### config.mk
export PLATFORM = sky130hd
export DESIGN_NAME = nx_fifo_mc_flat
export DESIGN_NICKNAME = d
export VERILOG_FILES = /design/src/rtl/nx_fifo_mc_pkg.sv /design/src/rtl/nx_fifo_mc_if.sv /design/src/rtl/nx_fifo_mc_ctrl.sv /design/src/rtl/nx_fifo_mc.sv /design/src/flat_wrapper.sv
export SDC_FILE = /design/constraint.sdc
export NUM_CORES = 2
export LEC_CHECK = 0
export ABC_AREA = 1
export BUFFER_PORTS_ARGS = -buffer_cell sky130_fd_sc_hd__buf_2
export CAP_MARGIN = 20
export CORE_ASPECT_RATIO = 2
export CORE_UTILIZATION = 40
export DETAILED_ROUTE_END_ITERATION = 8
export HOLD_SLACK_MARGIN = 0.08
export PLACE_DENSITY = 0.52
export SLEW_MARGIN = 15
export SYNTH_ARGS = -nofsm -noshare
export SYNTH_HDL_FRONTEND = slang
export SYNTH_HIERARCHICAL = 1
export SYNTH_SLANG_ARGS = --single-unit
### constraint.sdc
create_clock -name clk -period 10 [get_ports clk]
set_input_delay 2 -clock clk [delete_from_list [all_inputs] [get_ports clk]]
set_output_delay 2 -clock clk [all_outputs]
set_load 0.01 [all_outputs]
### src/rtl/nx_fifo_mc_pkg.sv
// nx_fifo_mc_pkg -- shared types and helpers for the multi-channel FIFO.
//
// Contents:
//   clog2_min1   : ceil(log2(n)) but never below 1, so a 1-channel build
//                  still has a 1-bit channel index.
//   ch_status_t  : per-channel status bundle {empty, full, almost_full, count}.
//   even_parity  : even-parity bit over a data word (zero-extended input).
//
// Optional feature macro used by the files importing this package:
//   NX_FIFO_MC_PARITY_EN
package nx_fifo_mc_pkg;

  // Count field width inside the status struct. Wide enough for any
  // practical DEPTH; each user slices the low bits it needs.
  localparam int COUNT_W = 16;

  // Widest data word the parity helper accepts. Narrower words are
  // zero-extended, which does not change the XOR reduction.
  localparam int PAR_MAX_W = 1024;

  function automatic int clog2_min1(input int n);
    return (n <= 2) ? 1 : $clog2(n);
  endfunction

  typedef struct packed {
    logic               empty;
    logic               full;
    logic               almost_full;
    logic [COUNT_W-1:0] count;
  } ch_status_t;

  // Bit that makes the total number of ones (data + parity) even.
  function automatic logic even_parity(input logic [PAR_MAX_W-1:0] d);
    return ^d;
  endfunction

endpackage

### src/rtl/nx_fifo_mc_if.sv
// nx_fifo_mc_if -- write/read bus of the multi-channel FIFO.
//
// Signals:
//   wen, wch, wdata : write request, target channel, data
//   ren, rch        : pop request, channel being read / observed
//   rdata           : head entry of channel rch (0 when that channel is empty)
//   inj_perr        : (NX_FIFO_MC_PARITY_EN only) flip stored parity on write
//   rdata_perr      : (NX_FIFO_MC_PARITY_EN only) head entry fails parity
//
// Modports: master drives requests, slave (the FIFO) returns read data.
interface nx_fifo_mc_if #(
  parameter int CW    = 2,
  parameter int WIDTH = 64
);
  logic             wen;
  logic [CW-1:0]    wch;
  logic [WIDTH-1:0] wdata;
  logic             ren;
  logic [CW-1:0]    rch;
  logic [WIDTH-1:0] rdata;
`ifdef NX_FIFO_MC_PARITY_EN
  logic             inj_perr;
  logic             rdata_perr;

  modport master (
    output wen, wch, wdata, ren, rch, inj_perr,
    input  rdata, rdata_perr
  );

  modport slave (
    input  wen, wch, wdata, ren, rch, inj_perr,
    output rdata, rdata_perr
  );
`else
  modport master (
    output wen, wch, wdata, ren, rch,
    input  rdata
  );

  modport slave (
    input  wen, wch, wdata, ren, rch,
    output rdata
  );
`endif
endinterface

### src/rtl/nx_fifo_mc_ctrl.sv
// nx_fifo_mc_ctrl -- pointer/occupancy controller for one FIFO channel.
//
// Ports:
//   clk, rst_n      : clock, synchronous active-low reset
//   clear           : flush this channel (wins over wr_req/rd_req)
//   wr_req, rd_req  : raw write / pop requests already steered to this channel
//   push, pop       : qualified operations the storage must perform this cycle
//   ovf_req,unf_req : rejected write (full) / rejected pop (empty) this cycle
//   wptr, rptr      : write / read pointers into this channel's partition
//   status          : {empty, full, almost_full, count} from the registered count
module nx_fifo_mc_ctrl
  import nx_fifo_mc_pkg::*;
#(
  parameter int DEPTH     = 8,
  parameter int AFULL_LVL = 6
) (
  input  logic                     clk,
  input  logic                     rst_n,
  input  logic                     clear,
  input  logic                     wr_req,
  input  logic                     rd_req,
  output logic                     push,
  output logic                     pop,
  output logic                     ovf_req,
  output logic                     unf_req,
  output logic [$clog2(DEPTH)-1:0] wptr,
  output logic [$clog2(DEPTH)-1:0] rptr,
  output ch_status_t               status
);

  localparam int PW = $clog2(DEPTH);
  localparam int UW = $clog2(DEPTH + 1);

  logic [PW-1:0] wptr_reg;
  logic [PW-1:0] rptr_reg;
  logic [UW-1:0] count_reg;

  logic is_empty;
  logic is_full;
  logic wr_live;
  logic rd_live;

  assign is_empty = (count_reg == '0);
  assign is_full  = (count_reg == UW'(DEPTH));

  // Requests arriving during reset or together with a clear are dropped
  // without any under/overflow indication.
  assign wr_live = rst_n && wr_req && !clear;
  assign rd_live = rst_n && rd_req && !clear;

  // Decisions use the count at the start of the cycle, so a write to a full
  // channel is rejected even if a pop frees a slot in the same cycle, and a
  // pop on an empty channel never bypasses a simultaneous write.
  assign push    = wr_live && !is_full;
  assign pop     = rd_live && !is_empty;
  assign ovf_req = wr_live && is_full;
  assign unf_req = rd_live && is_empty;

  always_ff @(posedge clk) begin
    if (!rst_n || clear) begin
      wptr_reg  <= '0;
      rptr_reg  <= '0;
      count_reg <= '0;
    end else begin
      // DEPTH is a power of two, so pointer wrap is plain overflow.
      if (push) wptr_reg <= wptr_reg + PW'(1);
      if (pop)  rptr_reg <= rptr_reg + PW'(1);
      case ({push, pop})
        2'b10:   count_reg <= count_reg + UW'(1);
        2'b01:   count_reg <= count_reg - UW'(1);
        default: count_reg <= count_reg;
      endcase
    end
  end

  assign wptr = wptr_reg;
  assign rptr = rptr_reg;

  assign status.empty       = is_empty;
  assign status.full        = is_full;
  assign status.almost_full = (count_reg >= UW'(AFULL_LVL));
  assign status.count       = COUNT_W'(count_reg);

endmodule

### src/rtl/nx_fifo_mc.sv
// nx_fifo_mc -- multi-channel synchronous FIFO with shared storage.
//
// N_CH independent queues of DEPTH entries each live in one storage array,
// channel c owning entries [c*DEPTH, c*DEPTH+DEPTH). Reads are
// first-word-fall-through: rdata shows the head of channel rch
// combinationally; a pop takes effect at the clock edge where ren=1.
//
// Ports:
//   clk, rst_n   : clock, synchronous active-low reset
//   bus          : nx_fifo_mc_if.slave (wen/wch/wdata, ren/rch, rdata
//                  and, with parity, inj_perr/rdata_perr)
//   clear        : per-channel flush, priority over same-channel requests
//   empty, full  : per-channel status
//   almost_full  : per-channel used >= AFULL_LVL
//   used_slots   : per-channel occupancy, channel c at [c*UW +: UW]
//   underflow    : 1-cycle pulse, the cycle after a pop on an empty channel
//   overflow     : 1-cycle pulse, the cycle after a write to a full channel
//
// Optional feature macro: NX_FIFO_MC_PARITY_EN -- stores an even-parity bit
// per entry, reports a bad head entry on rdata_perr, and lets inj_perr
// corrupt the stored parity for test.
module nx_fifo_mc
  import nx_fifo_mc_pkg::*;
#(
  parameter int N_CH       = 4,
  parameter int DEPTH      = 8,
  parameter int WIDTH      = 64,
  parameter int AFULL_LVL  = 6,
  parameter int DATA_RESET = 1
) (
  input  logic                              clk,
  input  logic                              rst_n,
  nx_fifo_mc_if.slave                       bus,
  input  logic [N_CH-1:0]                   clear,
  output logic [N_CH-1:0]                   empty,
  output logic [N_CH-1:0]                   full,
  output logic [N_CH-1:0]                   almost_full,
  output logic [N_CH*$clog2(DEPTH+1)-1:0]   used_slots,
  output logic                              underflow,
  output logic                              overflow
);

  localparam int CW = clog2_min1(N_CH);
  localparam int PW = $clog2(DEPTH);
  localparam int UW = $clog2(DEPTH + 1);
  localparam int AW = CW + PW;
  localparam int MEM_N = N_CH * DEPTH;
`ifdef NX_FIFO_MC_PARITY_EN
  localparam int EW = WIDTH + 1;  // parity bit sits above the data
`else
  localparam int EW = WIDTH;
`endif

  // ---------------------------------------------------------------------
  // Per-channel controllers
  // ---------------------------------------------------------------------
  logic [N_CH-1:0] wr_req_v;
  logic [N_CH-1:0] rd_req_v;
  logic [N_CH-1:0] push_v;
  logic [N_CH-1:0] pop_v;
  logic [N_CH-1:0] ovf_v;
  logic [N_CH-1:0] unf_v;
  logic [PW-1:0]   wptr_arr [N_CH];
  logic [PW-1:0]   rptr_arr [N_CH];
  ch_status_t      st       [N_CH];

  generate
    for (genvar gi = 0; gi < N_CH; gi++) begin : g_ch
      // An out-of-range channel index matches no controller, so the request
      // is ignored without flags.
      assign wr_req_v[gi] = bus.wen && (bus.wch == CW'(gi));
      assign rd_req_v[gi] = bus.ren && (bus.rch == CW'(gi));

      nx_fifo_mc_ctrl #(
        .DEPTH     (DEPTH),
        .AFULL_LVL (AFULL_LVL)
      ) u_ctrl (
        .clk     (clk),
        .rst_n   (rst_n),
        .clear   (clear[gi]),
        .wr_req  (wr_req_v[gi]),
        .rd_req  (rd_req_v[gi]),
        .push    (push_v[gi]),
        .pop     (pop_v[gi]),
        .ovf_req (ovf_v[gi]),
        .unf_req (unf_v[gi]),
        .wptr    (wptr_arr[gi]),
        .rptr    (rptr_arr[gi]),
        .status  (st[gi])
      );

      assign empty[gi]             = st[gi].empty;
      assign full[gi]              = st[gi].full;
      assign almost_full[gi]       = st[gi].almost_full;
      assign used_slots[gi*UW +: UW] = st[gi].count[UW-1:0];
    end
  endgenerate

  // ---------------------------------------------------------------------
  // Storage
  // ---------------------------------------------------------------------
  logic [EW-1:0] mem [MEM_N];

  logic [PW-1:0] wptr_sel;
  logic [PW-1:0] rptr_sel;
  logic          rd_valid;
  logic [AW-1:0] waddr;
  logic [AW-1:0] raddr;
  logic          mem_we;
  logic [EW-1:0] wentry;
  logic [EW-1:0] head;

  // Pointer select by channel. DEPTH is a power of two, so the flat
  // address is just {channel, pointer}.
  always_comb begin
    wptr_sel = '0;
    rptr_sel = '0;
    rd_valid = 1'b0;
    for (int c = 0; c < N_CH; c++) begin
      if (bus.wch == CW'(c)) wptr_sel = wptr_arr[c];
      if (bus.rch == CW'(c)) begin
        rptr_sel = rptr_arr[c];
        rd_valid = !st[c].empty;
      end
    end
  end

  assign waddr = {bus.wch, wptr_sel};
  assign raddr = {bus.rch, rptr_sel};

  // Only the channel addressed by wch can push, so any push means a write.
  assign mem_we = |push_v;

`ifdef NX_FIFO_MC_PARITY_EN
  assign wentry = {even_parity(PAR_MAX_W'(bus.wdata)) ^ bus.inj_perr, bus.wdata};
`else
  assign wentry = bus.wdata;
`endif

  generate
    if (DATA_RESET != 0) begin : g_mem_rst
      always_ff @(posedge clk) begin
        if (!rst_n) begin
          for (int i = 0; i < MEM_N; i++) mem[i] <= '0;
        end else if (mem_we) begin
          mem[waddr] <= wentry;
        end
      end
    end else begin : g_mem_norst
      always_ff @(posedge clk) begin
        if (mem_we) mem[waddr] <= wentry;
      end
    end
  endgenerate

  // First-word-fall-through read. An empty or out-of-range channel reads 0;
  // rd_valid is never set for an out-of-range rch, so raddr is never used then.
  assign head      = mem[raddr];
  assign bus.rdata = rd_valid ? head[WIDTH-1:0] : '0;

`ifdef NX_FIFO_MC_PARITY_EN
  assign bus.rdata_perr = rd_valid &&
                          (head[WIDTH] != even_parity(PAR_MAX_W'(head[WIDTH-1:0])));
`endif

  // ---------------------------------------------------------------------
  // Error pulses, one cycle after the rejected request
  // ---------------------------------------------------------------------
  logic underflow_reg;
  logic overflow_reg;

  always_ff @(posedge clk) begin
    if (!rst_n) begin
      underflow_reg <= 1'b0;
      overflow_reg  <= 1'b0;
    end else begin
      underflow_reg <= |unf_v;
      overflow_reg  <= |ovf_v;
    end
  end

  assign underflow = underflow_reg;
  assign overflow  = overflow_reg;

`ifndef SYNTHESIS
  // Every pulse must trace back to a rejected request one cycle earlier.
  a_underflow_src: assert property (@(posedge clk) disable iff (!rst_n)
    underflow |-> $past(|unf_v));
  a_overflow_src: assert property (@(posedge clk) disable iff (!rst_n)
    overflow |-> $past(|ovf_v));
  c_underflow: cover property (@(posedge clk) underflow);
  c_overflow:  cover property (@(posedge clk) overflow);

  generate
    for (genvar gi = 0; gi < N_CH; gi++) begin : g_chk
      a_count_range: assert property (@(posedge clk) disable iff (!rst_n)
        st[gi].count <= COUNT_W'(DEPTH));
    end
  endgenerate
`endif

endmodule

### src/flat_wrapper.sv
// flat-port wrapper written by rule: the top's interface ports become plain ports
module nx_fifo_mc_flat import nx_fifo_mc_pkg::*;
#(
  parameter int N_CH       = 4,
  parameter int DEPTH      = 8,
  parameter int WIDTH      = 64,
  parameter int AFULL_LVL  = 6,
  parameter int DATA_RESET = 1
)
  (clk, rst_n, clear, empty, full, almost_full, used_slots, underflow, overflow, bus_wen, bus_wch, bus_wdata, bus_ren, bus_rch, bus_rdata);
  nx_fifo_mc_if #(.CW((2)), .WIDTH(WIDTH)) bus_i ();
  input  logic clk;
  input  logic rst_n;
  input  logic [N_CH-1:0] clear;
  output logic [N_CH-1:0] empty;
  output logic [N_CH-1:0] full;
  output logic [N_CH-1:0] almost_full;
  output logic [N_CH*$clog2(DEPTH+1)-1:0] used_slots;
  output logic underflow;
  output logic overflow;
  input wire logic [$bits(bus_i.wen)-1:0] bus_wen;
  input wire logic [$bits(bus_i.wch)-1:0] bus_wch;
  input wire logic [$bits(bus_i.wdata)-1:0] bus_wdata;
  input wire logic [$bits(bus_i.ren)-1:0] bus_ren;
  input wire logic [$bits(bus_i.rch)-1:0] bus_rch;
  output wire logic [$bits(bus_i.rdata)-1:0] bus_rdata;
  assign bus_i.wen = bus_wen;
  assign bus_i.wch = bus_wch;
  assign bus_i.wdata = bus_wdata;
  assign bus_i.ren = bus_ren;
  assign bus_i.rch = bus_rch;
  assign bus_rdata = bus_i.rdata;
  nx_fifo_mc #(.N_CH(N_CH), .DEPTH(DEPTH), .WIDTH(WIDTH), .AFULL_LVL(AFULL_LVL), .DATA_RESET(DATA_RESET)) u_core (.clk(clk), .rst_n(rst_n), .bus(bus_i), .clear(clear), .empty(empty), .full(full), .almost_full(almost_full), .used_slots(used_slots), .underflow(underflow), .overflow(overflow));
endmodule
== Yosys cells after proc, flatten, opt, wreduce, memory -nomap -nowiden ==
Memory sizes are Yosys's and may differ from the RTL's.
Index checks and enable logic that the tools add are counted.

* Bits in registers: 42
* Memory bits (writable): 2048
* Bits of input ports: 76
* Output and inout bits: 94
* Word-level logic and storage cells: 148
* Memories: 1

{| class="wikitable"
|+ Memory list
! memory !! words !! bits a word !! read ports !! clocked after Yosys merged registers in !! wr ports !! RTL line !! source
|-
| u_core.mem || 32 || 64 || 1 || 0 || 32 || nx_fifo_mc.sv:102 || <nowiki>logic [EW-1:0] mem [MEM_N];</nowiki>
|}

* Add/sub/neg operators: 16
* Order comparisons: 4
* Equal/unequal tests: 18
* Muxes and demuxes: 24
* Reductions and logical operators: 71

{| class="wikitable"
|+ Operators by type and width
! operator !! count
|-
| 64-bit 2-to-1 mux || 2
|-
| 64-bit OR reduction || 1
|-
| 1-bit logical AND || 40
|-
| 4-bit one-hot mux with 2 select lines || 4
|-
| 3-bit by 1-bit adder with 3-bit output (second input constant) || 8
|-
| 3-bit 2-to-1 mux || 8
|-
| 4-bit by 1-bit adder with 4-bit output (second input constant) || 4
|-
| 2-bit == test (second input constant) || 8
|-
| 4-bit == test (second input constant) || 4
|-
| 4-bit by 3-bit greater-or-equal comparator with 1-bit output (second input constant) || 4
|-
| 4-bit zero test || 4
|-
| 4-bit by 1-bit subtractor with 4-bit output (second input constant) || 4
|-
| 1-bit zero test || 13
|-
| 2-bit by 1-bit == test with 1-bit output (second input constant) || 6
|-
| 4-bit OR reduction || 3
|-
| 1-bit 2-to-1 mux || 9
|-
| 2-bit nonzero test || 4
|-
| 5-bit 2-to-1 mux || 1
|-
| 2-bit zero test || 2
|-
| 1-bit logical OR || 4
|}

== Longest topological paths before layout ==
* Word-level depth: 11
* Mapped depth: 16
* Depth with buffers taken out: 16

== By module ==
Netlist, hierarchy kept.

{| class="wikitable"
|+ Modules (own cells, without submodules)
! module !! instances !! cells an instance !! area an instance (um^2) !! seq. area each (um^2)
|-
| nx_fifo_mc || 1 || 9252 || 91679.2 || 61539.0
|-
| nx_fifo_mc_ctrl (u_core.g_ch[0].u_ctrl ...) || 3 || 105 || 759.5 || 200.2
|-
| nx_fifo_mc_ctrl (u_core.g_ch[3].u_ctrl) || 1 || 102 || 737.0 || 200.2
|}

== Worst setup path after synthesis ==
OpenSTA, ideal clock, no wires.

* Path type: input -> register
* Start point: input port bus_wch[1]
* End point: memory u_core/mem[0][0] (netlist bit) (enable)
* Library setup time: 0.424 ns
* Data arrival time: 5.236 ns
* Required time: 9.576 ns
* Setup slack: 4.340 ns
* Stages: 16
* Buffers on the path: 3
* Cell sequence: buf_2 inv_1 nand2_1 nor2_1 inv_1 nor2_4 nand2_4 inv_2 nor4_1 nor2_1 inv_1 nor3_2 nand2_1 clkbuf_1 buf_2 nand2_1

{| class="wikitable"
|+ RTL lines
! item !! RTL line !! source
|-
| start: declaration || flat_wrapper.sv:22 || <nowiki>input wire logic [$bits(bus_i.wch)-1:0] bus_wch;</nowiki>
|-
| end: declaration || nx_fifo_mc.sv:102 ||
|}

== Worst setup path in the final report ==
* Start point: input port bus_rch[1]
* End point: output port bus_rdata[30]

* Cells in the longest elaborated chain, start to end: 7
* Elaborated cells on any way between the ends: 14
* Classes of those cells: 3 x eq/ne; 9 x mux; 1 x reduce/logical; 1 x memory

{| class="wikitable"
|+ RTL lines
! item !! RTL line !! source
|-
| start: declaration || flat_wrapper.sv:25 || <nowiki>input wire logic [$bits(bus_i.rch)-1:0] bus_rch;</nowiki>
|-
| 2-bit zero test || nx_fifo_mc.sv:121 || <nowiki>if (bus.rch == CW'(c)) begin</nowiki>
|-
| 3-bit 2-to-1 mux (4 in series) || nx_fifo_mc.sv:121 ||
|-
| memory 32 x 64 bit || -- ||
|-
| 64-bit 2-to-1 mux * || nx_fifo_mc.sv:159 || <nowiki>assign bus.rdata = rd_valid ? head[WIDTH-1:0] : '0;</nowiki>
|-
| end: declaration || flat_wrapper.sv:26 || <nowiki>output wire logic [$bits(bus_i.rdata)-1:0] bus_rdata;</nowiki>
|}

Every way passes the cells marked *; elsewhere a longest branch is shown, timed or not.

==> impl_metrics.tcl <==
set metrics [dict create \
    crit_path_max_incr_delay_ps 680 \
    fin_nets 9440 \
    cp_slowest_cell "buf_4" \
    cap_violations 0 \
    io_pins 170 \
    holdBufCountCts 0 \
    grt_overflow 0 \
    min_path_cells 2 \
    die-area_sq_mm 0.238 \
    setup_viol 0 \
    cts.clk_slew.worst_paths_ps 60 \
    setup_ws_ps 2060 \
    period_share_pct 79.4 \
    relSlewSlack_pct 14.7 \
    area_growth_pct 10.4 \
    numPortBuffers 169 \
    rr_worst_depth 12 \
    path_common_cell "nand3_1" \
    numCtsBuffers 195 \
    clock_skew_ps 40.1 \
    first_pass_iters 6 \
    worst-setup-path-type "in2out" \
    final_cell_mix "nand2_1 (2200), nor2_1 (2156), edfxtp_1 (2048), nand3_1 (1884), clkbuf_16 (204)" \
    crit_buf_inv 6 \
    ys_warn_count 6 \
    dpl_cell_area_sq_mm 0.0976 \
    drc 0 \
    outcome "completed" \
    max_clock_freq_mhz 126 \
    syn_inst 9617 \
    cp-end-kind "output pin" \
    crit_cells 14 \
    p_leak_nw 40.9 \
    ant_nets 0 \
    die_y_um 689 \
    clk_latency_ps 890 \
    grt_setup_unrepaired "no" \
    timing.rr.start "u_core/g_ch[3].u_ctrl/count_reg[0]" \
    wire_per_inst_um 29.3 \
    largest_reg_flops 2048 \
    min_path_type "reg2reg" \
    reg2reg_setup_slack_ps 4620 \
    hp-start "u_core/g_ch[3].u_ctrl/rptr[2]" \
    path_max_fanout 117 \
    row_count 251 \
    fin_tns_setup_ps 0 \
    gp_congestion 0.807 \
    powerDensity_mw_per_mm2 186 \
    r2r-end "u_core/mem[4][20]" \
    cts_setup_buffers 0 \
    layout-drive-gt1-share_pct 8.16 \
    layout_commonest_cell "nand2_1" \
    pre_cts_ws_ps 2030 \
    synth_fp_nets 9716 \
    final_area_sq_mm 0.104 \
    grt_pass1_vias 70400 \
    gr-usage-all-layers_pct 30.2 \
    grt_first_pass_wirelength_um 514000 \
    cts_num_sinks 2090 \
    grt_max_degree 142 \
    final_hold_viol_count 0 \
    via_per_inst 5.85 \
    startpoint_type "input pin" \
    vias 73300 \
    avgSynthCellArea_sq_um 9.81 \
    clock-root-buffer "clkbuf_16" \
    cpLargestDelayFamily "buffers and inverters" \
    synth.cell_area_sq_mm 0.0943 \
    fin_util_pct 44.5 \
    crit_required_ps 8000 \
    final.min_clock_period_ps 7940 \
    crit_chain "buf_2 -> nor2_4 -> buf_4 -> inv_1 -> or2_0 -> nand2_1 -> nor2_4 -> buf_4 -> buf_12 -> nand3_1 -> nand3_1 -> nand3_1 -> nor2_1 -> buf_2" \
    coreArea_sq_mm 0.234 \
    holdPathEnd "u_core/g_ch[3].u_ctrl/rptr[2]" \
    whs_ps 488 \
    hpwl_um 184000 \
    cts_tree "yes" \
    cts_resized 0 \
    antenna_found_initial 11 \
    h-tree-depth 4 \
    critPathArrivalTime_ps 5940 \
    worst_pin_slew_ps 1280 \
    drv_slew 0 \
    first_iter_violations 9080 \
    die_x_um 345 \
    ir_drop_mv 0.141 \
    clock_tree.buffer_depth 4 \
    start_util_pct 40.3 \
    totalWireLength_um 368000 \
]
==> how the worst max path moves through the flow <==
stage | start | end | slack, ps
2_1_floorplan | bus_wch[1] | u_core/mem[0][0] | 4340
3_3_place_gp | bus_rch[1] | bus_rdata[30] | 1940
3_5_place_dp | bus_rch[0] | bus_rdata[52] | 2030
4_1_cts | bus_rch[0] | bus_rdata[52] | 2030
5_1_grt | bus_rch[1] | bus_rdata[30] | 1910
6_report | bus_rch[1] | bus_rdata[30] | 2060
==> power breakdown <==
group	total (W)	internal, W	switching [W]
clock network	0.00735	0.00398	0.00337
registers	0.00997	0.00989	0.0000794
logic	0.00204	0.000473	0.00157
total	0.0194	0.0143	0.00502
==> metal layers <==
layer	track usage (%)	share of wire (%)
met2	52.2	49
met5	0	0.013
met1	37.2	37
met3	3.90	8.2
met4	14.7	5.4
==> through the flow <==
step	power [W]	cells
after global routing	0.0198	12500
after CTS	0.0194	12500
final	0.0194	12500
after floorplan	0.0113	9617
after global placement	0.0121	12100
after detailed placement	0.0122	12200
==> cell type report <==
type | count | area, sq um
fill | 22000 | 130000
timing repair buffer | 384 | 3390
sequential | 2090 | 62300
clock inverter | 101 | 769
inverter | 215 | 822
tap | 3036 | 3800
multi-input combinational | 6455 | 27800
antenna | 2 | 5.00
clock buffer | 247 | 5200
==> worst register-to-register path, cell delays in order, from the launching register on <==
cell     delay (ps)
dfxtp_1         470
nor2_2           90
nand3_2         120
nand2_4          90
inv_2           110
nor4_1           60
nor2_1          600
inv_1           280
nor3_2          860
nand2_4         860
nand2_4         710
buf_16          370
buf_4           390
No activity file was read; power rests on OpenSTA's default activity.
